<file path="config.mk">
export PLATFORM = sky130hd
export DESIGN_NAME = ulx3s_reset_sequencer
export DESIGN_NICKNAME = d
export VERILOG_FILES = /design/src/rtl/ulx3s_reset_sequencer.sv
export SDC_FILE = /design/constraint.sdc
export NUM_CORES = 1
export LEC_CHECK = 0
export BUFFER_PORTS_ARGS = -buffer_cell sky130_fd_sc_hd__buf_2
export CAP_MARGIN = 20
export CELL_PAD_IN_SITES_DETAIL_PLACEMENT = 1
export CELL_PAD_IN_SITES_GLOBAL_PLACEMENT = 1
export CORE_ASPECT_RATIO = 1.4
export CORE_UTILIZATION = 46
export DETAILED_ROUTE_END_ITERATION = 6
export PLACE_DENSITY_LB_ADDON = 0.1
export SLEW_MARGIN = 20
export SYNTH_ARGS = -nofsm -noshare
export SYNTH_HDL_FRONTEND = slang
export SYNTH_SLANG_ARGS = --single-unit
</file>
<file path="constraint.sdc">
create_clock -name clock -period 4.6 [get_ports clock]
set_input_delay 0.69 -clock clock [delete_from_list [all_inputs] [get_ports clock]]
set_output_delay 0.69 -clock clock [all_outputs]
set_load 0.005 [all_outputs]
</file>
<file path="src/rtl/ulx3s_reset_sequencer.sv">
// ulx3s_reset_sequencer
// Orders reset release for the 50 MHz memory clock domain downstream of the
// board PLL: the BRAM memory controller leaves reset first, the CPU second.
// Any loss of PLL lock or a button press drops both resets again and restarts
// the whole sequence. Lock losses seen after qualification are counted.
//
// Ports:
//   clock           in   50 MHz clkMEMORY from the PLL
//   reset_n         in   synchronous active-low reset
//   pll_locked      in   PLL lock, asynchronous to clock
//   btn_reset       in   board reset button, active-high, asynchronous
//   mem_reset       out  active-high memory controller reset
//   cpu_reset       out  active-high CPU reset
//   ready           out  high only while running
//   lock_loss_count out  saturating count of lock losses
//   seq_state       out  current sequencer state, for debug
module ulx3s_reset_sequencer #(
  parameter int LOCK_FILTER = 16,
  parameter int MEM_HOLD    = 64,
  parameter int CPU_HOLD    = 256,
  parameter int CNT_W       = 16
) (
  input  logic       clock,
  input  logic       reset_n,
  input  logic       pll_locked,
  input  logic       btn_reset,
  output logic       mem_reset,
  output logic       cpu_reset,
  output logic       ready,
  output logic [7:0] lock_loss_count,
  output logic [1:0] seq_state
);

  typedef enum logic [1:0] {
    S_WAIT = 2'd0,
    S_MEM  = 2'd1,
    S_CPU  = 2'd2,
    S_RUN  = 2'd3
  } state_t;

  // Terminal counts: the counter starts at zero, so the last cycle is N-1.
  localparam logic [CNT_W-1:0] FILTER_LAST = CNT_W'(LOCK_FILTER - 1);
  localparam logic [CNT_W-1:0] MEM_LAST    = CNT_W'(MEM_HOLD - 1);
  localparam logic [CNT_W-1:0] CPU_LAST    = CNT_W'(CPU_HOLD - 1);
  localparam logic [CNT_W-1:0] CNT_ZERO    = {CNT_W{1'b0}};
  localparam logic [CNT_W-1:0] CNT_ONE     = CNT_W'(1);

  logic             lock_meta_r;
  logic             lock_s;
  logic             btn_meta_r;
  logic             btn_s;
  logic             qual_s;
  state_t           state_r;
  state_t           state_nxt_s;
  logic [CNT_W-1:0] cnt_r;
  logic [CNT_W-1:0] cnt_nxt_s;
  logic [7:0]       loss_r;
  logic [7:0]       loss_nxt_s;
  logic             mem_reset_r;
  logic             cpu_reset_r;
  logic             ready_r;

  // Two-flop synchronizers for the asynchronous lock and button inputs.
  always_ff @(posedge clock) begin
    if (!reset_n) begin
      lock_meta_r <= 1'b0;
      lock_s      <= 1'b0;
      btn_meta_r  <= 1'b0;
      btn_s       <= 1'b0;
    end else begin
      lock_meta_r <= pll_locked;
      lock_s      <= lock_meta_r;
      btn_meta_r  <= btn_reset;
      btn_s       <= btn_meta_r;
    end
  end

  // A cycle "qualifies" only when lock is good and the button is released.
  assign qual_s = lock_s & ~btn_s;

  // Next-state, counter and lock-loss counter logic.
  always_comb begin
    state_nxt_s = state_r;
    cnt_nxt_s   = cnt_r;
    loss_nxt_s  = loss_r;
    case (state_r)
      S_WAIT: begin
        if (qual_s) begin
          if (cnt_r == FILTER_LAST) begin
            state_nxt_s = S_MEM;
            cnt_nxt_s   = CNT_ZERO;
          end else begin
            cnt_nxt_s = cnt_r + CNT_ONE;
          end
        end else begin
          cnt_nxt_s = CNT_ZERO;
        end
      end
      S_MEM, S_CPU, S_RUN: begin
        if (!qual_s) begin
          // Abort wins over any hold expiry on the same edge.
          state_nxt_s = S_WAIT;
          cnt_nxt_s   = CNT_ZERO;
          if (!lock_s && (loss_r != 8'hFF)) begin
            loss_nxt_s = loss_r + 8'd1;
          end else begin
            loss_nxt_s = loss_r;
          end
        end else if (state_r == S_MEM) begin
          if (cnt_r == MEM_LAST) begin
            state_nxt_s = S_CPU;
            cnt_nxt_s   = CNT_ZERO;
          end else begin
            cnt_nxt_s = cnt_r + CNT_ONE;
          end
        end else if (state_r == S_CPU) begin
          if (cnt_r == CPU_LAST) begin
            state_nxt_s = S_RUN;
            cnt_nxt_s   = CNT_ZERO;
          end else begin
            cnt_nxt_s = cnt_r + CNT_ONE;
          end
        end else begin
          // Running: hold until an abort.
          state_nxt_s = S_RUN;
          cnt_nxt_s   = cnt_r;
        end
      end
      default: begin
        state_nxt_s = S_WAIT;
        cnt_nxt_s   = CNT_ZERO;
      end
    endcase
  end

  // State, counters and outputs; outputs are decoded from the next state so
  // they move on the same edge as seq_state.
  always_ff @(posedge clock) begin
    if (!reset_n) begin
      state_r     <= S_WAIT;
      cnt_r       <= CNT_ZERO;
      loss_r      <= 8'd0;
      mem_reset_r <= 1'b1;
      cpu_reset_r <= 1'b1;
      ready_r     <= 1'b0;
    end else begin
      state_r     <= state_nxt_s;
      cnt_r       <= cnt_nxt_s;
      loss_r      <= loss_nxt_s;
      mem_reset_r <= (state_nxt_s == S_WAIT) || (state_nxt_s == S_MEM);
      cpu_reset_r <= (state_nxt_s != S_RUN);
      ready_r     <= (state_nxt_s == S_RUN);
    end
  end

  assign mem_reset       = mem_reset_r;
  assign cpu_reset       = cpu_reset_r;
  assign ready           = ready_r;
  assign lock_loss_count = loss_r;
  assign seq_state       = state_r;

endmodule

</file>
==> impl_metrics.xml, run 1 <==
<?xml version="1.0" encoding="UTF-8"?>
<metrics>
  <group name="worst_setup_path">
    <metric name="crit_type" unit="">flop to flop</metric>
    <metric name="worst-path-max-fanout" unit="">11</metric>
    <metric name="r2r-start" unit="">cnt_r[0]</metric>
    <metric name="timing.critical_path.from_type" unit="">flop</metric>
    <metric name="ff2ff_path_depth" unit="">6</metric>
    <metric name="cp.required" unit="ns">4.76</metric>
    <metric name="regToRegSetupSlack" unit="ns">2.18</metric>
    <metric name="critical_path_arrival" unit="ns">2.58</metric>
    <metric name="rr_endpoint" unit="">cnt_r[7]</metric>
    <metric name="cp-end-kind" unit="">flop</metric>
    <metric name="setup.worst_path.start" unit="">cnt_r[0]</metric>
  </group>
  <group name="power_and_ir_drop">
    <metric name="sequentialPowerShare" unit="%">57.0</metric>
    <metric name="p_int" unit="uW">395.2</metric>
    <metric name="fin_total_pwr" unit="uW">506.6</metric>
    <metric name="clock_power_share" unit="%">41.5</metric>
    <metric name="power.share.combinational" unit="%">1.5</metric>
    <metric name="p_sw_share" unit="%">21.98</metric>
    <metric name="vdd.ir_drop.worst" unit="mV">0.1941</metric>
    <metric name="switchingPower" unit="uW">111.3</metric>
    <metric name="p_per_area" unit="nW/um^2">292.5</metric>
    <metric name="power.leakage" unit="uW">0.0006196</metric>
  </group>
  <group name="grt">
    <metric name="antenna_found_initial" unit="">0</metric>
    <metric name="grt_first_pass_wirelength" unit="mm">6.410</metric>
    <metric name="via_count_of_the_first_global_routing_pass" unit="">1397</metric>
    <metric name="grt.total_usage" unit="%">23.72</metric>
    <metric name="grt_overflow" unit="">0</metric>
    <metric name="grt_start_max_net_pins" unit="">17</metric>
  </group>
  <group name="routing">
    <metric name="drt-initial-drc-count" unit="">19</metric>
    <metric name="dr.pass1.iters" unit="">4</metric>
    <metric name="ant_nets" unit="">0</metric>
    <metric name="drcViolationCount" unit="">0</metric>
    <metric name="num_vias" unit="">1311</metric>
    <metric name="finalWirelength" unit="mm">3.641</metric>
    <metric name="post_drt_wl_per_cell" unit="um">15.63</metric>
    <metric name="post_drt_via_cell_ratio" unit="">5.627</metric>
  </group>
  <group name="layout">
    <metric name="antennaDiodeCount" unit="">0</metric>
    <metric name="sequential_cell_area" unit="sq um">660.6</metric>
    <metric name="final_nets" unit="">199</metric>
    <metric name="layout.cells.most_common_list" unit="">dfxtp_1 (33), nor2_1 (28), buf_2 (16)</metric>
    <metric name="mostFrequentLayoutCell" unit="">dfxtp_1</metric>
    <metric name="fillers" unit="">384</metric>
    <metric name="fraction_of_layout_instances_using_a_drive_strength_above_1" unit="%">16.49</metric>
    <metric name="area_growth" unit="%">11.97</metric>
    <metric name="multiInputGateArea" unit="sq um">833.3</metric>
  </group>
  <group name="synth">
    <metric name="avgSynthCellArea" unit="sq um">8.787</metric>
    <metric name="synth_enable_flop_cells" unit="">0</metric>
    <metric name="yosysSeqAreaShare" unit="%">42.72</metric>
    <metric name="synth-async-reset-ratio" unit="%">0</metric>
    <metric name="postSynthRegisterBits" unit="">33</metric>
    <metric name="synth_cells" unit="">176</metric>
    <metric name="yosysUniqueCellTypes" unit="">43</metric>
    <metric name="synth_fp_nets" unit="">182</metric>
    <metric name="netlist_area" unit="sq um">1546</metric>
    <metric name="ys.warnings.count" unit="">0</metric>
    <metric name="ys.flop_type" unit="">dfxtp_1</metric>
  </group>
  <group name="timing">
    <metric name="slew-limit-headroom" unit="%">48.30</metric>
    <metric name="post-route-period-util" unit="%">52.53</metric>
    <metric name="clock-skew-final" unit="ns">0.003766</metric>
    <metric name="setup_viol_count_final" unit="">0</metric>
    <metric name="timing.setup.tns" unit="ns">0</metric>
    <metric name="finalHoldViolations" unit="">0</metric>
    <metric name="setup_repair_after_global_routing_missed_its_margin" unit="">false</metric>
    <metric name="tightestPinTransition" unit="ns">0.7691</metric>
    <metric name="maxClockFrequency" unit="GHz">0.4139</metric>
    <metric name="minimum_clock_period_after_layout" unit="ns">2.416</metric>
    <metric name="maxSlewViolCount" unit="">0</metric>
  </group>
  <group name="clock_tree">
    <metric name="cts.sink_count" unit="">33</metric>
    <metric name="clkSlewWorstSetupHoldPaths" unit="ns">0.07</metric>
    <metric name="ctsResizeCount" unit="">0</metric>
    <metric name="cts_tree" unit="">yes</metric>
    <metric name="cts_setup_buffers" unit="">0</metric>
    <metric name="htreeDepth" unit="">2</metric>
    <metric name="clockBufferDepth" unit="">2</metric>
    <metric name="clk_root_buffer_cell" unit="">clkbuf_8</metric>
    <metric name="cts-hold-fix-buffers" unit="">0</metric>
    <metric name="clkLatencyLatePin" unit="ns">0.29</metric>
    <metric name="cts_made_buffers" unit="">5</metric>
  </group>
  <group name="floorplan">
    <metric name="initial_standard_cell_utilization_of_the_core" unit="%">49.05</metric>
    <metric name="die_footprint" unit="sq um">3601</metric>
    <metric name="die_outline_width" unit="um">51.01</metric>
    <metric name="row_count" unit="">24</metric>
    <metric name="top_level_ports" unit="">17</metric>
    <metric name="core_area" unit="sq um">3153</metric>
    <metric name="die_height" unit="um">70.61</metric>
  </group>
  <group name="placed_design">
    <metric name="dp_hpwl" unit="mm">2.761</metric>
    <metric name="routabilityCongestion" unit="">0.8001</metric>
    <metric name="io_buffers" unit="">16</metric>
  </group>
  <group name="worst_hold_path">
    <metric name="hold_start" unit="">lock_meta_r</metric>
    <metric name="whs_path_depth" unit="">1</metric>
    <metric name="worstHoldPathType" unit="">flop to flop</metric>
    <metric name="worst_hold_end" unit="">lock_s</metric>
  </group>
  <group name="run_status">
    <metric name="outcome" unit="">completed</metric>
  </group>
  <group name="run">
    <metric name="cap_viol_max_count" unit="">0</metric>
  </group>
</metrics>
==> worst max-delay path, stage by stage, from the launching register on <==
cell	delay, ns
dfxtp_1	0.38
ha_1	0.24
or4b_2	0.59
or4_4	0.47
o21ai_4	0.18
a21o_1	0.32
nor2_1	0.11
==> routing by layer <==
metal  wire length (um)  GRT usage [%]  up-vias  part of all wire, %
li1                   -              -      647                    -
met1               1405          24.26      641                   39
met2               2099          44.88       15                   58
met3                 79          5.161        8                  2.2
met4                 57          9.259        0                  1.6
met5                  0              0        -                    0
==> how the worst max path moves through the flow <==
stage	cells past startpoint	slack, ns	endpoint
2_1_floorplan	6	2.44	cnt_r[1]
3_3_place_gp	6	2.24	cnt_r[7]
3_5_place_dp	6	2.19	cnt_r[7]
6_report	6	2.18	cnt_r[7]
4_1_cts	6	2.16	cnt_r[7]
5_1_grt	6	2.06	cnt_r[7]
==> through the flow <==
step | util, % | worst slack [ns] | area (sq um) | hold WS [ns] | std cells
6_report | 54.92 | 2.184 | 1732 | 0.4371 | 233
5_1_grt | 54.92 | 2.062 | 1732 | 0.4634 | 233
4_1_cts | 54.92 | 2.159 | 1732 | 0.4446 | 233
3_5_place_dp | 52.30 | 2.193 | 1649 | 0.4288 | 225
3_3_place_gp | 52.30 | 2.237 | 1649 | 0.4165 | 225
2_1_floorplan | - | 2.439 | 1546 | 0.4057 | 176
==> cells in the mapped netlist, types with 2 or more instances <==
master | count | area (sq um)
a211oi_1 | 2 | 15.01
a21o_1 | 3 | 22.52
a21oi_1 | 2 | 10.01
a31oi_1 | 4 | 25.02
and2_1 | 4 | 25.02
and3_1 | 3 | 18.77
and4_1 | 2 | 17.52
clkbuf_1 | 4 | 15.01
dfxtp_1 | 33 | 660.6
ha_1 | 2 | 25.02
inv_1 | 7 | 26.28
nand2_1 | 13 | 48.80
nand3_1 | 6 | 30.03
nand4_1 | 4 | 25.02
nor2_1 | 28 | 105.1
nor2b_1 | 2 | 12.51
nor3_1 | 8 | 40.04
nor4b_1 | 2 | 17.52
o21ai_0 | 2 | 10.01
o21ai_1 | 2 | 10.01
or3_1 | 3 | 18.77
or4_4 | 3 | 33.78
xnor2_1 | 12 | 105.1
xor2_1 | 6 | 52.55
==> flip-flops by register name, indices dropped and copies added (netlist names) <==
| register | cells |
|---|---|
| btn_meta_r | 1 |
| cnt_r | 16 |
| cpu_reset | 1 |
| btn_s | 1 |
| lock_loss_count | 8 |
| seq_state | 2 |
| mem_reset | 1 |
| lock_s | 1 |
| ready | 1 |
| lock_meta_r | 1 |
==> area by class of cell <==
type | instances | share of cell area, %
tap | 39 | 2.818
inverter | 7 | 1.517
timing repair buffer | 16 | 4.624
clock inverter | 2 | 0.5780
clock buffer | 6 | 4.191
sequential | 33 | 38.15
multi-input combinational | 130 | 48.12
==> power groups by stage <==
stage | sequential [uW] | clock [uW] | combinational [uW]
floorplan | 295 | 0 | 5.30
global placement | 295 | 0 | 7.29
detailed placement | 295 | 0 | 7.91
CTS | 289 | 214 | 7.98
global route | 288 | 228 | 8.70
finish | 289 | 210 | 7.67
==> kinds of logic (layout without fill, tap and decap cells) <==
logic type      after synthesis  count (layout)  share of synthesized area [%]
buf+inv                      13              31                          3.398
flops                        33              33                          42.72
simple gates                 87              87                          30.50
xor+xnor                     18              18                          10.19
mux                           1               1                         0.6473
fa+ha+maj                     2               2                          1.618
compound gates               22              22                          10.92
Power figures use the tool's default switching activity.
==> run 2, diff against run 1 <==
ABC_AREA = 1   (was unset)
CORE_UTILIZATION = 43   (was 46)
clock period = 2.37 ns   (was 4.6 ns; I/O delays follow)
==> run 2 against run 1 <==
The flow now finishes with violations (design-rule violations). First-iteration DRC count rose to 2.6 times the previous value. Combinational power rose to 4.2 times the previous value. Sequential share of layout area down 6.4 points. Cell count up 32%. Critical path type unchanged. Largest power group unchanged. Highest routed layer unchanged.
==> impl_metrics.xml, run 2 <==
<?xml version="1.0" encoding="UTF-8"?>
<metrics>
  <group name="power_and_ir_drop">
    <metric name="p_int" unit="uW">830.7</metric>
    <metric name="switchingPower" unit="uW">234.1</metric>
    <metric name="sequentialPowerShare" unit="%">52.7</metric>
    <metric name="p_per_area" unit="nW/um^2">511.8</metric>
    <metric name="vdd.ir_drop.worst" unit="mV">0.3676</metric>
    <metric name="p_sw_share" unit="%">21.99</metric>
    <metric name="fin_total_pwr" unit="uW">1065</metric>
    <metric name="clock_power_share" unit="%">44.2</metric>
    <metric name="power.leakage" unit="uW">0.0008534</metric>
    <metric name="power.share.combinational" unit="%">3.0</metric>
  </group>
  <group name="worst_setup_path">
    <metric name="r2r-start" unit="">cnt_r[1]</metric>
    <metric name="timing.critical_path.from_type" unit="">flop</metric>
    <metric name="crit_type" unit="">flop to flop</metric>
    <metric name="regToRegSetupSlack" unit="ns">0.76</metric>
    <metric name="cp.required" unit="ns">2.55</metric>
    <metric name="cp-end-kind" unit="">flop</metric>
    <metric name="cp_delay_by_family_top" unit="">simple AND/OR/NAND/NOR gates</metric>
    <metric name="worst-path-max-fanout" unit="">9</metric>
    <metric name="cp.buffers_inverters" unit="">0</metric>
    <metric name="critical_path_arrival" unit="ns">1.79</metric>
    <metric name="cp_slowest_stage_delay" unit="ns">0.37</metric>
    <metric name="crit_slowest_cell" unit="">dfxtp_1</metric>
    <metric name="timing.critical_path.cells" unit="">ha_1, nand3_4, nor2_1, nand4_1, nand3_2, nand3_4, nand2_8, nor2_2</metric>
    <metric name="most_numerous_cell_on_the_critical_path" unit="">nand3_4</metric>
    <metric name="setup.worst_path.start" unit="">cnt_r[1]</metric>
  </group>
  <group name="timing">
    <metric name="timing.setup.tns" unit="ns">0</metric>
    <metric name="setup_repair_after_global_routing_missed_its_margin" unit="">false</metric>
    <metric name="finalHoldViolations" unit="">0</metric>
    <metric name="maxSlewViolCount" unit="">0</metric>
    <metric name="post-route-period-util" unit="%">68.10</metric>
    <metric name="maxClockFrequency" unit="GHz">0.6196</metric>
    <metric name="tightestPinTransition" unit="ns">0.3784</metric>
    <metric name="clock-skew-final" unit="ns">0.006897</metric>
    <metric name="setup_viol_count_final" unit="">0</metric>
    <metric name="minimum_clock_period_after_layout" unit="ns">1.614</metric>
    <metric name="slew-limit-headroom" unit="%">74.75</metric>
  </group>
  <group name="run">
    <metric name="cap_viol_max_count" unit="">0</metric>
  </group>
  <group name="layout">
    <metric name="mostFrequentLayoutCell" unit="">nand2_1</metric>
    <metric name="antennaDiodeCount" unit="">0</metric>
    <metric name="area_growth" unit="%">12.90</metric>
    <metric name="largest_register" unit="">cnt_r</metric>
    <metric name="final_nets" unit="">270</metric>
    <metric name="fraction_of_layout_instances_using_a_drive_strength_above_1" unit="%">29.81</metric>
    <metric name="layout.cell_area.non_filler" unit="sq um">2081</metric>
    <metric name="largest_register_ff_count" unit="">16</metric>
    <metric name="layout.cells.most_common_list" unit="">nand2_1 (42), dfxtp_1 (33), inv_1 (24), nor2_1 (24), buf_2 (16)</metric>
  </group>
  <group name="synth">
    <metric name="synth_cells" unit="">241</metric>
    <metric name="postSynthRegisterBits" unit="">33</metric>
    <metric name="synth_fp_nets" unit="">247</metric>
    <metric name="yosysSeqAreaShare" unit="%">35.85</metric>
    <metric name="synth_top_area_share" unit="%">35.85</metric>
    <metric name="synth-async-reset-ratio" unit="%">0</metric>
    <metric name="synth.area.top_cells" unit="">dfxtp_1 (36%), nand2_1 (8.6%), inv_1 (4.9%)</metric>
    <metric name="netlist.top_cell.by_area" unit="">dfxtp_1</metric>
    <metric name="netlist_area" unit="sq um">1843</metric>
    <metric name="ys.warnings.count" unit="">0</metric>
    <metric name="post_synth_most_frequent_cells" unit="">nand2_1 (42), dfxtp_1 (33), inv_1 (24), nor2_1 (24)</metric>
    <metric name="ys.flop_type" unit="">dfxtp_1</metric>
    <metric name="yosysUniqueCellTypes" unit="">36</metric>
    <metric name="avgSynthCellArea" unit="sq um">7.647</metric>
    <metric name="yosys.cell_count.top_type" unit="">nand2_1</metric>
    <metric name="synth_enable_flop_cells" unit="">0</metric>
  </group>
  <group name="grt">
    <metric name="grt_start_max_net_pins" unit="">13</metric>
    <metric name="grt_first_pass_wirelength" unit="mm">7.320</metric>
    <metric name="grt.total_usage" unit="%">21.67</metric>
    <metric name="antenna_found_initial" unit="">0</metric>
    <metric name="via_count_of_the_first_global_routing_pass" unit="">1587</metric>
    <metric name="grt_overflow" unit="">0</metric>
  </group>
  <group name="worst_hold_path">
    <metric name="worstHoldPathType" unit="">primary input to flop</metric>
    <metric name="hold_start" unit="">btn_reset</metric>
  </group>
  <group name="floorplan">
    <metric name="die_outline_width" unit="um">57.33</metric>
    <metric name="top_level_ports" unit="">17</metric>
    <metric name="row_count" unit="">27</metric>
    <metric name="die_footprint" unit="sq um">4555</metric>
    <metric name="initial_standard_cell_utilization_of_the_core" unit="%">45.85</metric>
    <metric name="core_area" unit="sq um">4020</metric>
    <metric name="die_height" unit="um">79.46</metric>
  </group>
  <group name="clock_tree">
    <metric name="cts_setup_buffers" unit="">0</metric>
    <metric name="htreeDepth" unit="">2</metric>
    <metric name="cts-hold-fix-buffers" unit="">0</metric>
    <metric name="ctsResizeCount" unit="">0</metric>
    <metric name="cts.sink_count" unit="">33</metric>
    <metric name="cts_made_buffers" unit="">5</metric>
    <metric name="clkLatencyLatePin" unit="ns">0.29</metric>
    <metric name="cts_tree" unit="">yes</metric>
    <metric name="clockBufferDepth" unit="">2</metric>
    <metric name="clkSlewWorstSetupHoldPaths" unit="ns">0.07</metric>
    <metric name="clk_root_buffer_cell" unit="">clkbuf_8</metric>
  </group>
  <group name="placed_design">
    <metric name="io_buffers" unit="">16</metric>
    <metric name="routabilityCongestion" unit="">0.7950</metric>
    <metric name="detailed_place.area" unit="sq um">1979</metric>
    <metric name="dp_hpwl" unit="mm">3.338</metric>
  </group>
  <group name="routing">
    <metric name="drcViolationCount" unit="">4</metric>
    <metric name="post_drt_wl_per_cell" unit="um">14.17</metric>
    <metric name="post_drt_via_cell_ratio" unit="">5.234</metric>
    <metric name="finalWirelength" unit="mm">4.363</metric>
    <metric name="dr.pass1.iters" unit="">6</metric>
    <metric name="num_vias" unit="">1612</metric>
    <metric name="ant_nets" unit="">0</metric>
    <metric name="drt-initial-drc-count" unit="">50</metric>
  </group>
  <group name="run_status">
    <metric name="outcome" unit="">complete, but fails checks</metric>
    <metric name="violations_in_the_final_reports" unit="">design-rule violations</metric>
  </group>
</metrics>
[run 2: changes by cell type after synthesis, sizes merged, moves of 9 or more]
cell   before  now
inv         7   35
nand3       6   18
nor2       28   43
a21oi       2   13
nand2      13   53
xnor2      12    3
[run 2: final timing paths]
check / cells after the start / to
worst max-delay path: 8 / cnt_r[3]
worst min-delay path: 3 / btn_meta_r
worst max register to register: 8 / cnt_r[3]
worst min register to register: 2 / lock_s
[run 2: logic make-up after synthesis]
| family | count (synthesis) | synth area share [%] |
|---|---|---|
| AND/OR/NAND/NOR | 136 | 43.86 |
| buffers and inverters | 38 | 8.011 |
| flip-flops | 33 | 35.85 |
| AO/OA/AOI/OAI | 23 | 6.653 |
| XOR/XNOR | 9 | 4.277 |
| adder cells (fa/ha/maj) | 2 | 1.358 |
[run 2: final cells by class]
| cell class | count | area [sq um] |
|---|---|---|
| fill | 523 | 1939 |
| multi-input combinational | 170 | 1035 |
| sequential | 33 | 660.6 |
| inverter | 37 | 142.6 |
| clock buffer | 7 | 96.34 |
| timing repair buffer | 17 | 87.58 |
| tap | 43 | 53.80 |
| clock inverter | 1 | 5.005 |
[run 2: routing by layer]
metal | share of wire, % | vias to the layer above | routed length (um) | track usage (%)
met5 | 0 | - | 0 | 0
met1 | 40 | 771 | 1755 | 21.71
met2 | 55 | 22 | 2387 | 41.53
met4 | 2.3 | 0 | 101 | 10.24
met3 | 2.7 | 8 | 119 | 4.538
li1 | - | 811 | - | -
[run 2: power groups by stage]
stage / combinational, uW / sequential (uW) / clock [uW]
2_1_floorplan: 20.4 / 574 / 0
3_3_place_gp: 32.7 / 574 / 0
3_5_place_dp: 33.0 / 574 / 0
4_1_cts: 33.3 / 562 / 488
5_1_grt: 35.6 / 561 / 512
6_report: 32.3 / 562 / 471
[run 2: stage by stage]
stage | hold slack [ns] | worst slack, ns | util, % | cells
6_report | 0.2518 | 0.7561 | 51.76 | 308
5_1_grt | 0.2379 | 0.6239 | 51.76 | 308
4_1_cts | 0.2444 | 0.7502 | 51.76 | 308
3_5_place_dp | 0.4091 | 0.7724 | 49.24 | 300
3_3_place_gp | 0.3936 | 0.8251 | 49.24 | 300
2_1_floorplan | 0.3864 | 0.9584 | - | 241
[run 2: worst reg2reg max path, stage by stage, from the launching register on]
cell,delay [ns]
dfxtp_1,0.37
ha_1,0.25
nand3_4,0.12
nor2_1,0.15
nand4_1,0.18
nand3_2,0.13
nand3_4,0.11
nand2_8,0.14
nor2_2,0.05
